### config.mk
export PLATFORM = sky130hd
export DESIGN_NAME = pipelined_addsub
export DESIGN_NICKNAME = d
export VERILOG_FILES = /design/src/rtl/addsub_pkg.sv /design/src/rtl/full_adder.sv /design/src/rtl/rca_chunk.sv /design/src/rtl/pipelined_addsub.sv
export SDC_FILE = /design/constraint.sdc
export NUM_CORES = 1
export LEC_CHECK = 0
export BUFFER_PORTS_ARGS = -buffer_cell sky130_fd_sc_hd__buf_2
export CAP_MARGIN = 10
export CORE_MARGIN = 10
export CORE_UTILIZATION = 51
export DETAILED_ROUTE_END_ITERATION = 12
export GPL_TIMING_DRIVEN = 0
export PLACE_DENSITY = 0.82
export SYNTH_ARGS = -nofsm -noshare
export SYNTH_HDL_FRONTEND = slang
export SYNTH_SLANG_ARGS = --single-unit
### constraint.sdc
create_clock -name clk -period 3.08 [get_ports clk]
set_input_delay 0.616 -clock clk [delete_from_list [all_inputs] [get_ports clk]]
set_output_delay 0.616 -clock clk [all_outputs]
set_load 0.05 [all_outputs]
### src/rtl/addsub_pkg.sv
// Shared opcodes and configuration check for the pipelined add/subtract unit.
package addsub_pkg;

   localparam logic OP_ADD = 1'b0;
   localparam logic OP_SUB = 1'b1;

   function automatic bit cfg_ok(input int width, input int stages);
      return (stages >= 1) && (stages <= width) && ((width % stages) == 0);
   endfunction

endpackage

### src/rtl/full_adder.sv
// One-bit full adder cell: {co, s} = a + b + ci.
// Purely combinational, no flow control.
module full_adder (
   input  logic a,
   input  logic b,
   input  logic ci,
   output logic s,
   output logic co
);

   assign s  = a ^ b ^ ci;
   assign co = (a & b) | (ci & (a ^ b));

endmodule

### src/rtl/rca_chunk.sv
// Ripple-carry adder over one CHUNK-bit slice, built from full_adder cells.
// Purely combinational, no flow control.
module rca_chunk #(
   parameter int CHUNK = 4
) (
   input  logic [CHUNK-1:0] a,
   input  logic [CHUNK-1:0] b,
   input  logic             cin,
   output logic [CHUNK-1:0] sum,
   output logic             cout
);

   logic [CHUNK:0] c;

   assign c[0] = cin;

   for (genvar i = 0; i < CHUNK; i++) begin : g_bit
      full_adder u_fa (
         .a  (a[i]),
         .b  (b[i]),
         .ci (c[i]),
         .s  (sum[i]),
         .co (c[i+1])
      );
   end

   assign cout = c[CHUNK];

endmodule

### src/rtl/pipelined_addsub.sv
// Pipelined add/subtract: one ripple chunk per stage, STAGES-cycle latency, one beat/cycle.
// Valid/ready both sides; a stalled output holds out_* and bubbles collapse upstream.
module pipelined_addsub
   import addsub_pkg::*;
#(
   parameter int WIDTH  = 8,
   parameter int STAGES = 2
) (
   input  logic             clk,
   input  logic             rst_n,
   input  logic             in_valid,
   output logic             in_ready,
   input  logic [WIDTH-1:0] in_a,
   input  logic [WIDTH-1:0] in_b,
   input  logic             in_cin,
   input  logic             in_sub,
   output logic             out_valid,
   input  logic             out_ready,
   output logic [WIDTH-1:0] out_sum,
   output logic             out_cout,
   output logic             out_ovf,
   output logic             out_zero
);

   localparam int CHUNK = WIDTH / STAGES;

   if (!cfg_ok(WIDTH, STAGES)) begin : g_cfg_err
      $error("pipelined_addsub: WIDTH must be a multiple of STAGES, 1 <= STAGES <= WIDTH");
   end

   logic [WIDTH-1:0]  a_x, b_x;
   logic              c_x;
   logic [STAGES-1:0] v_d, v_q, v_src, adv, ld;
   logic              full_run;

   // Subtraction is a + ~b + ~borrow, so stage 0 sees a plain add either way
   always_comb begin
      a_x = in_a;
      b_x = (in_sub == OP_ADD) ? in_b : ~in_b;
      c_x = (in_sub == OP_SUB) ? ~in_cin : in_cin;
   end

   // A stage may move when any stage at or after it is empty, or the output is popped
   always_comb begin
      full_run = 1'b1;
      adv      = '0;
      for (int k = STAGES - 1; k >= 0; k--) begin
         full_run = full_run & v_q[k];
         adv[k]   = out_ready | ~full_run;
      end
   end

   always_comb begin
      v_src[0] = in_valid;
      for (int k = 1; k < STAGES; k++) begin
         v_src[k] = v_q[k-1];
      end
      ld  = adv & v_src;
      v_d = (adv & v_src) | (~adv & v_q);
   end

   always_ff @(posedge clk or negedge rst_n) begin
      if (!rst_n) v_q <= '0;
      else        v_q <= v_d;
   end

   for (genvar k = 0; k < STAGES; k++) begin : g_st
      localparam int LO = k * CHUNK;
      localparam int HI = LO + CHUNK;

      logic [CHUNK-1:0] op_a, op_b, chunk_sum;
      logic             op_c, chunk_cout;
      logic [HI-1:0]    sum_d, sum_q;
      logic             carry_d, carry_q;

      rca_chunk #(.CHUNK(CHUNK)) u_rca (
         .a    (op_a),
         .b    (op_b),
         .cin  (op_c),
         .sum  (chunk_sum),
         .cout (chunk_cout)
      );

      if (k == 0) begin : g_src
         always_comb begin
            op_a    = a_x[CHUNK-1:0];
            op_b    = b_x[CHUNK-1:0];
            op_c    = c_x;
            sum_d   = chunk_sum;
            carry_d = chunk_cout;
         end
      end else begin : g_src
         always_comb begin
            op_a    = g_st[k-1].g_ops.a_q[HI-1:LO];
            op_b    = g_st[k-1].g_ops.b_q[HI-1:LO];
            op_c    = g_st[k-1].carry_q;
            sum_d   = {chunk_sum, g_st[k-1].sum_q};
            carry_d = chunk_cout;
         end
      end

      always_ff @(posedge clk or negedge rst_n) begin
         if (!rst_n) begin
            sum_q   <= '0;
            carry_q <= 1'b0;
         end else if (ld[k]) begin
            sum_q   <= sum_d;
            carry_q <= carry_d;
         end
      end

      // Operand chunks not yet consumed ride along, shrinking by one chunk per stage
      if (k < STAGES - 1) begin : g_ops
         logic [WIDTH-1:HI] a_d, a_q, b_d, b_q;

         if (k == 0) begin : g_in
            always_comb begin
               a_d = a_x[WIDTH-1:HI];
               b_d = b_x[WIDTH-1:HI];
            end
         end else begin : g_in
            always_comb begin
               a_d = g_st[k-1].g_ops.a_q[WIDTH-1:HI];
               b_d = g_st[k-1].g_ops.b_q[WIDTH-1:HI];
            end
         end

         always_ff @(posedge clk or negedge rst_n) begin
            if (!rst_n) begin
               a_q <= '0;
               b_q <= '0;
            end else if (ld[k]) begin
               a_q <= a_d;
               b_q <= b_d;
            end
         end
      end

      if (k == STAGES - 1) begin : g_flags
         logic ovf_d, ovf_q, zero_d, zero_q;

         always_comb begin
            ovf_d  = (op_a[CHUNK-1] ~^ op_b[CHUNK-1]) & (chunk_sum[CHUNK-1] ^ op_a[CHUNK-1]);
            zero_d = (sum_d == '0);
         end

         always_ff @(posedge clk or negedge rst_n) begin
            if (!rst_n) begin
               ovf_q  <= 1'b0;
               zero_q <= 1'b0;
            end else if (ld[k]) begin
               ovf_q  <= ovf_d;
               zero_q <= zero_d;
            end
         end
      end
   end

   assign in_ready  = adv[0];
   assign out_valid = v_q[STAGES-1];
   assign out_sum   = g_st[STAGES-1].sum_q;
   assign out_cout  = g_st[STAGES-1].carry_q;
   assign out_ovf   = g_st[STAGES-1].g_flags.ovf_q;
   assign out_zero  = g_st[STAGES-1].g_flags.zero_q;

endmodule

* Yosys cells after proc, flatten, opt, wreduce, memory -nomap -nowiden
Cells that the tools add are included.
** Word-level totals
- Register bits :: 26
- Latch bits :: 0
- Memory bits (writable) :: 0
- ROM bits :: 0
- Bits of input ports :: 22
- Output and inout port bits :: 13
- Memories :: 0
** Cells by class
- $add $sub $neg :: 0
- $mul :: 0
- Divide/modulo/power cells :: 0
- Magnitude comparators :: 0
- Equality and inequality tests :: 0
- Shift-type cells :: 0
- Mux-type cells :: 2
- Bitwise gates (word level) :: 54
- Reductions and logical operators :: 1
** Operators by type and width (number)
- $and 1x1->1 :: 18
- $xor 1x1->1 :: 17
- $or 1x1->1 :: 10
- $logic_not 8->1 :: 1
- $mux 8 :: 1
- $not 8->8 :: 1
- $and 2x2->2 :: 2
- $not 1->1 :: 3
- $not 2->2 :: 1
- $or 2x2->2 :: 1
- $mux 1 :: 1
- $xnor 1x1->1 :: 1

* Longest topological paths before layout
Gate-level depths: netlist of the first run.
- Word-level depth :: 11
- Gate-level depth with buffers :: 10

* Modules after synthesis
A second synthesis of the first run with hierarchy kept.
** Unflattened totals
- Cell total of the unflattened synthesis :: 82
- Area total of the unflattened synthesis :: 1327.5 sq um
** Modules (own cells, without submodules)
- pipelined_addsub :: instances 1, cells an instance 74, area an instance 1167.4 sq um, sequential area each 650.6 sq um
- full_adder :: instances 8, cells an instance 1, area an instance 20.0 sq um, sequential area each 0.0 sq um

* Worst setup path after synthesis of the first run
Ideal clock, no wire load.
- Path type :: in2reg
- Start :: in in_sub
- End :: reg g_st[0].sum_q[3]
- Arrival time :: 2805 ps
- Data required time :: 2955 ps
- Setup slack :: 150 ps
- Stages on the path :: 8
- Buffers on the path :: 1
- Path through :: buf_2 > xnor2_1 > fa_1 > fa_1 > fa_1 > inv_1 > fa_1 > mux2_2
** Between the ends
- Word-level cells in the longest chain between the ends :: 9
- Elaborated cells between the ends (all ways) :: 16
** Ends and longest elaborated chain
- from (decl) :: line pipelined_addsub.sv:16 : input logic in_sub,
- $mux 8 :: line pipelined_addsub.sv:39 : b_x = (in_sub == OP_ADD) ? in_b : ~in_b;
- $xor 1x1->1 :: line full_adder.sv:12 : assign co = (a & b) | (ci & (a ^ b));
- $and 1x1->1 :: line full_adder.sv:12
- $or 1x1->1 :: line full_adder.sv:12
- $and 1x1->1 :: line full_adder.sv:12
- $or 1x1->1 :: line full_adder.sv:12
- $and 1x1->1 :: line full_adder.sv:12
- $or 1x1->1 :: line full_adder.sv:12
- $xor 1x1->1 (*) :: line full_adder.sv:11 : assign s = a ^ b ^ ci;
- net g_st[0].u_rca.g_bit[3].u_fa.s :: line full_adder.sv:7 : output logic s,
- to (signal assigned) :: line pipelined_addsub.sv:107 : sum_q <= sum_d;
- to (decl) :: line pipelined_addsub.sv:73 : logic [HI-1:0] sum_d, sum_q;
The timed path passes the listed nets; every way through them passes the cells marked *.
A chain may end at the register's enable or synchronous reset.

* Worst setup path in the final report of the first run
Same ends and word-level chain as after synthesis.

==> impl_metrics.env, run 1 <==
export IMPL_synth_net_count=140
export IMPL_clk_insertion_delay_late_ns=0.31
export IMPL_finClkSkew_ns=0.0128
export IMPL_antenna_cells_inserted=0
export IMPL_viasPerCell=5.11
export IMPL_drtPass1Iterations=4
export IMPL_required_ns=3.28
export IMPL_totalPowerFinal_mw=1.15
export IMPL_h_tree_depth=1
export IMPL_boundaryPins=35
export IMPL_fin_crit_ns=2.76
export IMPL_place_gp_congestion=0.752
export IMPL_dieArea_sq_um=5010
export IMPL_synth_area_top_cells="dfrtp_1 49%, fa_1 12%, mux2_2 7.7%"
export IMPL_final_number_of_hold_violating_endpoints=0
export IMPL_commonest_non_fill_non_tap_cell_in_the_layout="buf_2"
export IMPL_layout_cells_most_common_list="37 x buf_2, 26 x dfrtp_1, 12 x inv_1, 12 x a21oi_1, 9 x mux2_2"
export IMPL_route_detailed_drc=0
export IMPL_post_cts_resize_count=0
export IMPL_synthCells=109
export IMPL_multiInputGateArea_sq_um=588
export IMPL_leakage_component_of_the_power_nw=0.728
export IMPL_hpwlAfterDp_um=2070
export IMPL_route_detailed_wl_per_inst_um=14.0
export IMPL_share_of_the_yosys_chip_area_belonging_to_registers_pct=49.5
export IMPL_timing_fmax_mhz=363
export IMPL_post_route_worst_setup_slack_ns=0.324
export IMPL_irDropWorstVdd_mv=0.415
export IMPL_postSynthRegisterBits=26
export IMPL_met1_track_demand_over_resource_in_global_routing_pct=11.5
export IMPL_grt_first_pass_wirelength_um=4320
export IMPL_status="complete, no violations"
export IMPL_clock_root_buffer="clkbuf_4"
export IMPL_rows=18
export IMPL_rsz0062_at_grt="false"
export IMPL_final_max_slew_viol_count=0
export IMPL_dr_first_iter_drc_count=38
export IMPL_cts_setup_buffers=0
export IMPL_coreArea_sq_um=2480
export IMPL_timing_slew_headroom_pct=64.3
export IMPL_port_buffers=33
export IMPL_fillerInstances=200
export IMPL_cts_buffer_depth=2
export IMPL_finish_cell_count_without_fillers=175
export IMPL_grt_usage_pct=10.2
export IMPL_timing_setup_critical_path_class="input port to flip-flop"
export IMPL_p_per_area_nw_per_um2=747
export IMPL_synth_top_area_share_pct=49.5
export IMPL_cts_buffers=3
export IMPL_seq_area_sq_um=651
export IMPL_aggregate_global_routing_overflow=0
export IMPL_tritoncts_clock_tree="built"
export IMPL_post_synth_cell_area_avg_sq_um=12.1
export IMPL_timing_critical_path_arrival_ns=2.96
export IMPL_place_detailed_instances=172
export IMPL_nets=178
export IMPL_cpLargestDelayFamily="adder cells"
export IMPL_detail_route_antenna_nets=0
export IMPL_worstPathMaxFanout=9
export IMPL_synth_area_sq_um=1320
export IMPL_hp_class="input port to asynchronous set/reset pin"
export IMPL_cts_hold_buffers_added=0
export IMPL_clock_sinks=26
export IMPL_initial_core_util_pct=53.1
export IMPL_die_y_um=70.8
export IMPL_post_place_ws_ns=-0.0235
export IMPL_post_route_cells_drive_above_1_share_pct=37.2
export IMPL_floorplan_die_width_um=70.8
export IMPL_use_met2_pct=17.4
export IMPL_path_buf_inv=2
export IMPL_critical_path_sink_type="flip-flop"
export IMPL_grt_pass1_vias=983
export IMPL_crit_path_start_kind="input port"
export IMPL_antenna_found_initial=0
export IMPL_post_route_period_util_pct=89.5
export IMPL_global_route_usage_met3_pct=3.21
export IMPL_cap_violations=0
export IMPL_worst_path_max_delay_cell="fa_1"
export IMPL_syn_to_final_growth_pct=17.1
export IMPL_synth_cell_types=24
export IMPL_dr_total_vias=895
export IMPL_routed_wl_um=2450
export IMPL_tightestPinTransition_ns=0.535
export IMPL_number_of_warnings_printed_during_yosys_synthesis=0
export IMPL_most_common_cell_on_crit_path="fa_1"
export IMPL_crit_path_cell_trace="buf_2, xnor2_1, fa_1, fa_1, fa_1, inv_1, fa_1, mux2_2"
export IMPL_timing_critical_path_slowest_cell_delay_ns=0.43
export IMPL_grt_busiest_layer="met2"
export IMPL_path_clk_slew_ns=0.13
export IMPL_finalSetupViolations=0
export IMPL_synthDominantAreaCellType="dfrtp_1"
export IMPL_grt_start_max_net_pins=27
## synth_stat cells
cell type	instances
o2bb2ai_1	1
mux2i_1	1
mux2_2	9
buf_2	4
a31oi_1	2
fa_1	8
inv_1	12
clkbuf_1	1
a21oi_1	12
dfrtp_1	26
mux2_1	1
nand3_1	6
ha_1	1
nand2_1	1
nor4_2	1
nand2b_1	3
xnor2_1	7
o21ai_0	5
nand3b_1	1
xor2_1	3
buf_4	1
and2_4	1
or4_4	1
nand2_2	1
## path summary, 6_finish.rpt
kind                       slack [ns]                          to            start  cells after the start
min in group clk                 0.51                   flip-flop         in_valid                      2
max in group asynchronous        2.45                  out_sum[0]            rst_n                      1
min                              0.26  asynchronous set/reset pin            rst_n                      1
max                              0.32            g_st[0].sum_q[3]           in_sub                      8
max reg2reg                      0.37                    out_zero  g_st[0].carry_q                     10
min reg2reg                      0.51                     out_ovf          out_ovf                      1
## worst register-to-register path, stage by stage (launching register included)
cell     delay, ns
dfrtp_1       0.38
inv_1         0.10
fa_1          0.19
inv_1         0.06
fa_1          0.45
fa_1          0.44
inv_1         0.09
fa_1          0.44
nand2_1       0.11
nor4_2        0.05
mux2_1        0.28
## report_power, final
group	total (mW)	leakage, nW	switching (mW)	internal [mW]
Sequential	0.485	0.302	0.0511	0.434
Combinational	0.531	0.412	0.363	0.169
Clock	0.135	0.0138	0.0889	0.0457
## layout make-up
| class | instances | area share (%) |
|---|---|---|
| clock buffer | 3 | 1.46 |
| tap | 30 | 2.44 |
| timing repair buffer | 33 | 10.7 |
| inverter | 12 | 2.92 |
| sequential | 26 | 42.2 |
| multi-input combinational | 65 | 38.2 |
| buffer | 6 | 2.03 |
## metal layers
layer / wire length, um / part of all wire, %
met5: 0 / 0
met4: 17 / 0.69
met3: 161 / 6.6
met2: 1230 / 50
met1: 1040 / 42
## state kept, by name, summed over array words and instances, names as in the netlist, named ones only
signal	cells
g_st.g_ops.b_q	4
out_ovf	1
out_zero	1
out_sum	8
out_cout	1
g_st.sum_q	4
g_st.carry_q	1
g_st.g_ops.a_q	4
## through the flow
step / setup TNS [ns] / utilization, % / hold WS [ns] / cell area, sq um
CTS: 0 / 62.2 / 0.278 / 1540
global route: 0 / 62.2 / 0.288 / 1540
floorplan: 0 / - / 0.320 / 1320
detailed placement: -0.0235 / 61.3 / 0.479 / 1520
global placement: 0 / 61.3 / 0.470 / 1520
finish: 0 / 62.2 / 0.262 / 1540
## cell families (layout without fill, tap and decap cells)
logic type	after synthesis	after routing	share of synthesized area (%)
buffers and inverters	18	54	5.80
flip-flops	26	26	49.5
AND/OR/NAND/NOR	15	15	7.52
multiplexers	11	11	9.32
adder cells (fa/ha/maj)	9	9	13.1
XOR/XNOR	10	10	6.66
AO/OA/AOI/OAI	20	20	8.09
(Power assumes the default switching activity.)
==> run 2: changes to the inputs <==
--- a/config.mk
+++ b/config.mk
@@ -7,11 +7,15 @@
 export LEC_CHECK = 0
 export BUFFER_PORTS_ARGS = -buffer_cell sky130_fd_sc_hd__buf_2
 export CAP_MARGIN = 10
+export CELL_PAD_IN_SITES_DETAIL_PLACEMENT = 0
+export CELL_PAD_IN_SITES_GLOBAL_PLACEMENT = 1
+export CORE_ASPECT_RATIO = 0.5
 export CORE_MARGIN = 10
-export CORE_UTILIZATION = 51
+export CORE_UTILIZATION = 42
+export CTS_BUF_LIST = sky130_fd_sc_hd__clkbuf_4
 export DETAILED_ROUTE_END_ITERATION = 12
 export GPL_TIMING_DRIVEN = 0
-export PLACE_DENSITY = 0.82
+export PLACE_DENSITY = 0.85
 export SYNTH_ARGS = -nofsm -noshare
 export SYNTH_HDL_FRONTEND = slang
 export SYNTH_SLANG_ARGS = --single-unit
==> impl_metrics.env, run 2 (synthesized netlist as in run 1, its figures left out) <==
export IMPL_hp_class="input port to asynchronous set/reset pin"
export IMPL_final_number_of_hold_violating_endpoints=0
export IMPL_grt_usage_pct=9.29
export IMPL_tightestPinTransition_ns=0.578
export IMPL_tritoncts_clock_tree="built"
export IMPL_timing_setup_critical_path_class="input port to flip-flop"
export IMPL_port_buffers=33
export IMPL_multiInputGateArea_sq_um=588
export IMPL_totalPowerFinal_mw=1.25
export IMPL_place_gp_congestion=0.784
export IMPL_rsz0062_at_grt="false"
export IMPL_boundaryPins=35
export IMPL_fin_crit_ns=2.71
export IMPL_finalSetupViolations=0
export IMPL_crit_path_start_kind="input port"
export IMPL_cts_buffers=3
export IMPL_dr_first_iter_drc_count=21
export IMPL_detail_route_antenna_nets=0
export IMPL_viasPerCell=4.69
export IMPL_fillerInstances=287
export IMPL_grt_first_pass_wirelength_um=4550
export IMPL_timing_setup_tns_ns=0
export IMPL_timing_slew_headroom_pct=61.5
export IMPL_drtPass1Iterations=2
export IMPL_cts_setup_buffers=0
export IMPL_h_tree_depth=1
export IMPL_post_route_cells_drive_above_1_share_pct=37.7
export IMPL_required_ns=3.31
export IMPL_cap_violations=0
export IMPL_hpwlAfterDp_um=2050
export IMPL_p_per_area_nw_per_um2=793
export IMPL_routed_wl_um=2570
export IMPL_final_instance_area_sq_um=1580
export IMPL_final_max_slew_viol_count=0
export IMPL_timing_fmax_mhz=369
export IMPL_clock_root_buffer="clkbuf_4"
export IMPL_syn_to_final_growth_pct=20.4
export IMPL_placedInstanceArea_sq_um=1530
export IMPL_path_clk_slew_ns=0.14
export IMPL_clk_insertion_delay_late_ns=0.32
export IMPL_rows=14
export IMPL_grt_pass1_vias=1015
export IMPL_antenna_found_initial=0
export IMPL_clock_sinks=26
export IMPL_die_y_um=59.6
export IMPL_leakage_component_of_the_power_nw=0.742
export IMPL_floorplan_die_width_um=99.1
export IMPL_dieArea_sq_um=5900
export IMPL_initial_core_util_pct=43.9
export IMPL_route_detailed_wl_per_inst_um=13.8
export IMPL_timing_critical_path_arrival_ns=2.94
export IMPL_cts_buffer_depth=2
export IMPL_largest_register_ff_count=8
export IMPL_finClkSkew_ns=0.00422
export IMPL_dr_total_vias=872
export IMPL_commonest_non_fill_non_tap_cell_in_the_layout="buf_2"
export IMPL_antenna_cells_inserted=0
export IMPL_route_detailed_drc=0
export IMPL_ff2ff_setup_slack_ns=0.42
export IMPL_post_cts_resize_count=0
export IMPL_nets=178
export IMPL_worstPathMaxFanout=9
export IMPL_status="complete, no violations"
export IMPL_post_route_period_util_pct=87.9
export IMPL_layout_core_utilization_pct=52.8
export IMPL_critical_path_sink_type="flip-flop"
export IMPL_aggregate_global_routing_overflow=0
export IMPL_cts_hold_buffers_added=0
export IMPL_seq_area_sq_um=651
export IMPL_coreArea_sq_um=3000
export IMPL_irDropWorstVdd_mv=0.335
export IMPL_layout_cells_most_common_list="37 x buf_2, 26 x dfrtp_1, 12 x inv_1, 12 x a21oi_1, 9 x mux2_2"
export IMPL_grt_start_max_net_pins=27
-- run 2: cell count changes in the layout (fill, tap and decap cells not counted) --
cell	change
bufinv_16	+1
-- run 2: where the power goes --
part           switching (mW)  internal, mW
clock network           0.102         0.132
logic                   0.367         0.170
registers              0.0501         0.434
-- run 2: critical path: stages --
cell	delay [ns]
buf_2	0.25
xnor2_1	0.14
fa_1	0.42
fa_1	0.39
fa_1	0.38
inv_1	0.08
fa_1	0.40
mux2_2	0.27
-- run 2: worst paths after layout --
kind,start,endpoint,cells past startpoint
worst max register to register,g_st[0].carry_q,out_zero,10
worst min-delay path,rst_n,g_st[0].sum_q[1],1
max in group asynchronous,rst_n,g_st[0].g_ops.b_q[5],1
worst max-delay path,in_sub,g_st[0].sum_q[3],8
worst min register to register,out_zero,out_zero,1
min in group clk,out_zero,out_zero,1
-- run 2: stage by stage --
| stage | hold WS [ns] | instances | worst slack (ns) |
|---|---|---|---|
| final | 0.262 | 186 | 0.371 |
| after global placement | 0.470 | 182 | 0.0238 |
| after floorplan | 0.320 | 109 | 0.150 |
| after detailed placement | 0.476 | 182 | 0.00845 |
| after CTS | 0.283 | 186 | 0.371 |
| after global routing | 0.289 | 186 | 0.260 |
-- run 2: routing by layer --
metal  vias up  track usage, %  share of wire (%)  wire [um]
met5         -               0                  0          0
met3         2            3.03                4.7        122
met1       421            10.7                 45       1160
met2        18            16.8                 49       1260
met4         0            1.83               0.93         24
li1        431               -                  -          -
-- run 2: area by class of cell --
class | instances | area share (%)
sequential | 26 | 41.1
multi-input combinational | 65 | 37.2
timing repair buffer | 33 | 10.4
tap | 40 | 3.16
inverter | 12 | 2.85
buffer | 6 | 1.98
clock inverter | 1 | 1.90
clock buffer | 3 | 1.42
==> run 3: changes to the inputs <==
--- a/config.mk
+++ b/config.mk
@@ -14,7 +14,6 @@
 export CORE_UTILIZATION = 42
 export CTS_BUF_LIST = sky130_fd_sc_hd__clkbuf_4
 export DETAILED_ROUTE_END_ITERATION = 12
-export GPL_TIMING_DRIVEN = 0
 export PLACE_DENSITY = 0.85
 export SYNTH_ARGS = -nofsm -noshare
 export SYNTH_HDL_FRONTEND = slang
==> impl_metrics.env, run 3 (synthesized netlist as in run 1, its figures left out) <==
export IMPL_status="complete, no violations"
export IMPL_antenna_cells_inserted=0
export IMPL_route_detailed_drc=0
export IMPL_required_ns=3.29
export IMPL_reg2reg_depth=10
export IMPL_cts_setup_buffers=0
export IMPL_post_place_ws_ns=0.129
export IMPL_commonest_non_fill_non_tap_cell_in_the_layout="buf_2"
export IMPL_worstReg2RegStart="g_st[0].g_ops.a_q[4]"
export IMPL_viasPerCell=4.81
export IMPL_final_instance_area_sq_um=1570
export IMPL_p_per_area_nw_per_um2=794
export IMPL_path_buf_inv=3
export IMPL_clk_insertion_delay_late_ns=0.32
export IMPL_h_tree_depth=1
export IMPL_final_number_of_hold_violating_endpoints=0
export IMPL_post_cts_resize_count=0
export IMPL_clock_sinks=26
export IMPL_worstPathMaxFanout=3
export IMPL_post_route_period_util_pct=86.5
export IMPL_grt_start_max_net_pins=27
export IMPL_timing_setup_critical_path_class="flip-flop to flip-flop"
export IMPL_tritoncts_clock_tree="built"
export IMPL_cap_violations=0
export IMPL_post_route_cells_drive_above_1_share_pct=37.1
export IMPL_dr_first_iter_drc_count=44
export IMPL_cts_buffers=3
export IMPL_finClkSkew_ns=0.0137
export IMPL_largest_register_ff_count=8
export IMPL_most_common_cell_on_crit_path="fa_1"
export IMPL_boundaryPins=35
export IMPL_placedInstanceArea_sq_um=1520
export IMPL_dieArea_sq_um=5900
export IMPL_cpLargestDelayFamily="adder cells"
export IMPL_routed_wl_um=2520
export IMPL_place_gp_congestion=0.773
export IMPL_cts_buffer_depth=2
export IMPL_tightestPinTransition_ns=0.552
export IMPL_grt_pass1_vias=986
export IMPL_worst_path_max_delay_cell="fa_1"
export IMPL_timing_critical_path_arrival_ns=2.87
export IMPL_initial_core_util_pct=43.9
export IMPL_cts_hold_buffers_added=0
export IMPL_route_detailed_wl_per_inst_um=13.8
export IMPL_rsz0062_at_grt="false"
export IMPL_rows=14
export IMPL_syn_to_final_growth_pct=19.5
export IMPL_grt_usage_pct=9.06
export IMPL_irDropWorstVdd_mv=0.333
export IMPL_clock_root_buffer="clkbuf_4"
export IMPL_timing_setup_tns_ns=0
export IMPL_leakage_component_of_the_power_nw=0.735
export IMPL_ff2ff_setup_slack_ns=0.42
export IMPL_nets=175
export IMPL_dr_total_vias=880
export IMPL_seq_area_sq_um=651
export IMPL_grt_first_pass_wirelength_um=4420
export IMPL_hp_class="input port to asynchronous set/reset pin"
export IMPL_crit_path_cell_trace="inv_1, fa_1, inv_1, fa_1, fa_1, inv_1, fa_1, nand2_1, nor4_2, mux2_1"
export IMPL_post_route_worst_setup_slack_ns=0.417
export IMPL_critical_path_sink_type="flip-flop"
export IMPL_totalPowerFinal_mw=1.25
export IMPL_critical_path_reg2reg_endpoint="out_zero"
export IMPL_fillerInstances=280
export IMPL_detail_route_antenna_nets=0
export IMPL_place_detailed_instances=179
export IMPL_final_max_slew_viol_count=0
export IMPL_port_buffers=34
export IMPL_finish_cell_count_without_fillers=183
export IMPL_floorplan_die_width_um=99.1
export IMPL_die_y_um=59.6
export IMPL_antenna_found_initial=0
export IMPL_crit_path_start_kind="flip-flop"
export IMPL_timing_fmax_mhz=376
export IMPL_layout_cells_most_common_list="34 x buf_2, 26 x dfrtp_1, 12 x inv_1, 12 x a21oi_1, 9 x mux2_2"
export IMPL_fin_crit_ns=2.66
export IMPL_aggregate_global_routing_overflow=0
export IMPL_drtPass1Iterations=4
export IMPL_coreArea_sq_um=3000
export IMPL_timing_critical_path_slowest_cell_delay_ns=0.44
export IMPL_finalSetupViolations=0
export IMPL_hpwlAfterDp_um=2010
export IMPL_multiInputGateArea_sq_um=588
export IMPL_timing_slew_headroom_pct=63.2
export IMPL_path_clk_slew_ns=0.15
run 3: worst reg2reg max path: cells and delay by family, from the launching register on:
kind                     cells  cell delay (ns)
AND/OR/NAND/NOR              2             0.15
multiplexers                 1             0.27
adder cells (fa/ha/maj)      4             1.49
buffers and inverters        3             0.24
flip-flops                   1             0.39
run 3: report_power, final:
part / switching (mW) / leakage, nW / internal, mW / total (mW)
clock network: 0.100 / 0.0279 / 0.132 / 0.232
logic: 0.362 / 0.405 / 0.168 / 0.531
registers: 0.0520 / 0.302 / 0.434 / 0.486
run 3: metal layers:
layer / wire, um / track usage (%) / part of all wire [%]
met5: 0 / 0 / 0
met3: 148 / 3.26 / 5.9
met4: 24 / 2.43 / 0.95
met2: 1300 / 15.8 / 51
met1: 1050 / 10.4 / 42
run 3: stage by stage:
stage,util [%],hold WS (ns)
final,52.5,0.250
after global routing,52.5,0.271
after CTS,52.5,0.267
after detailed placement,50.7,0.472
after global placement,50.7,0.472
after floorplan,-,0.320
run 3: layout make-up:
class	instances	share of cell area (%)
well taps	40	3.18
flip-flops and latches	26	41.4
multi-input cells	65	37.4
clock buffers	3	1.43
inverters	12	2.87
clock inverters	1	1.91
repair buffers	36	11.8
run 3: worst max-delay path by stage:
| stage | slack, ns | end | start | depth (start not counted) |
|---|---|---|---|---|
| detailed placement | 0.13 | g_st[0].sum_q[3] | in_sub | 8 |
| finish | 0.42 | out_zero | g_st[0].g_ops.a_q[4] | 10 |
| floorplan | 0.15 | g_st[0].sum_q[3] | in_sub | 8 |
| global placement | 0.17 | g_st[0].sum_q[3] | in_sub | 8 |
| global route | 0.27 | out_ovf | g_st[0].carry_q | 10 |
| CTS | 0.39 | out_zero | g_st[0].g_ops.a_q[4] | 10 |
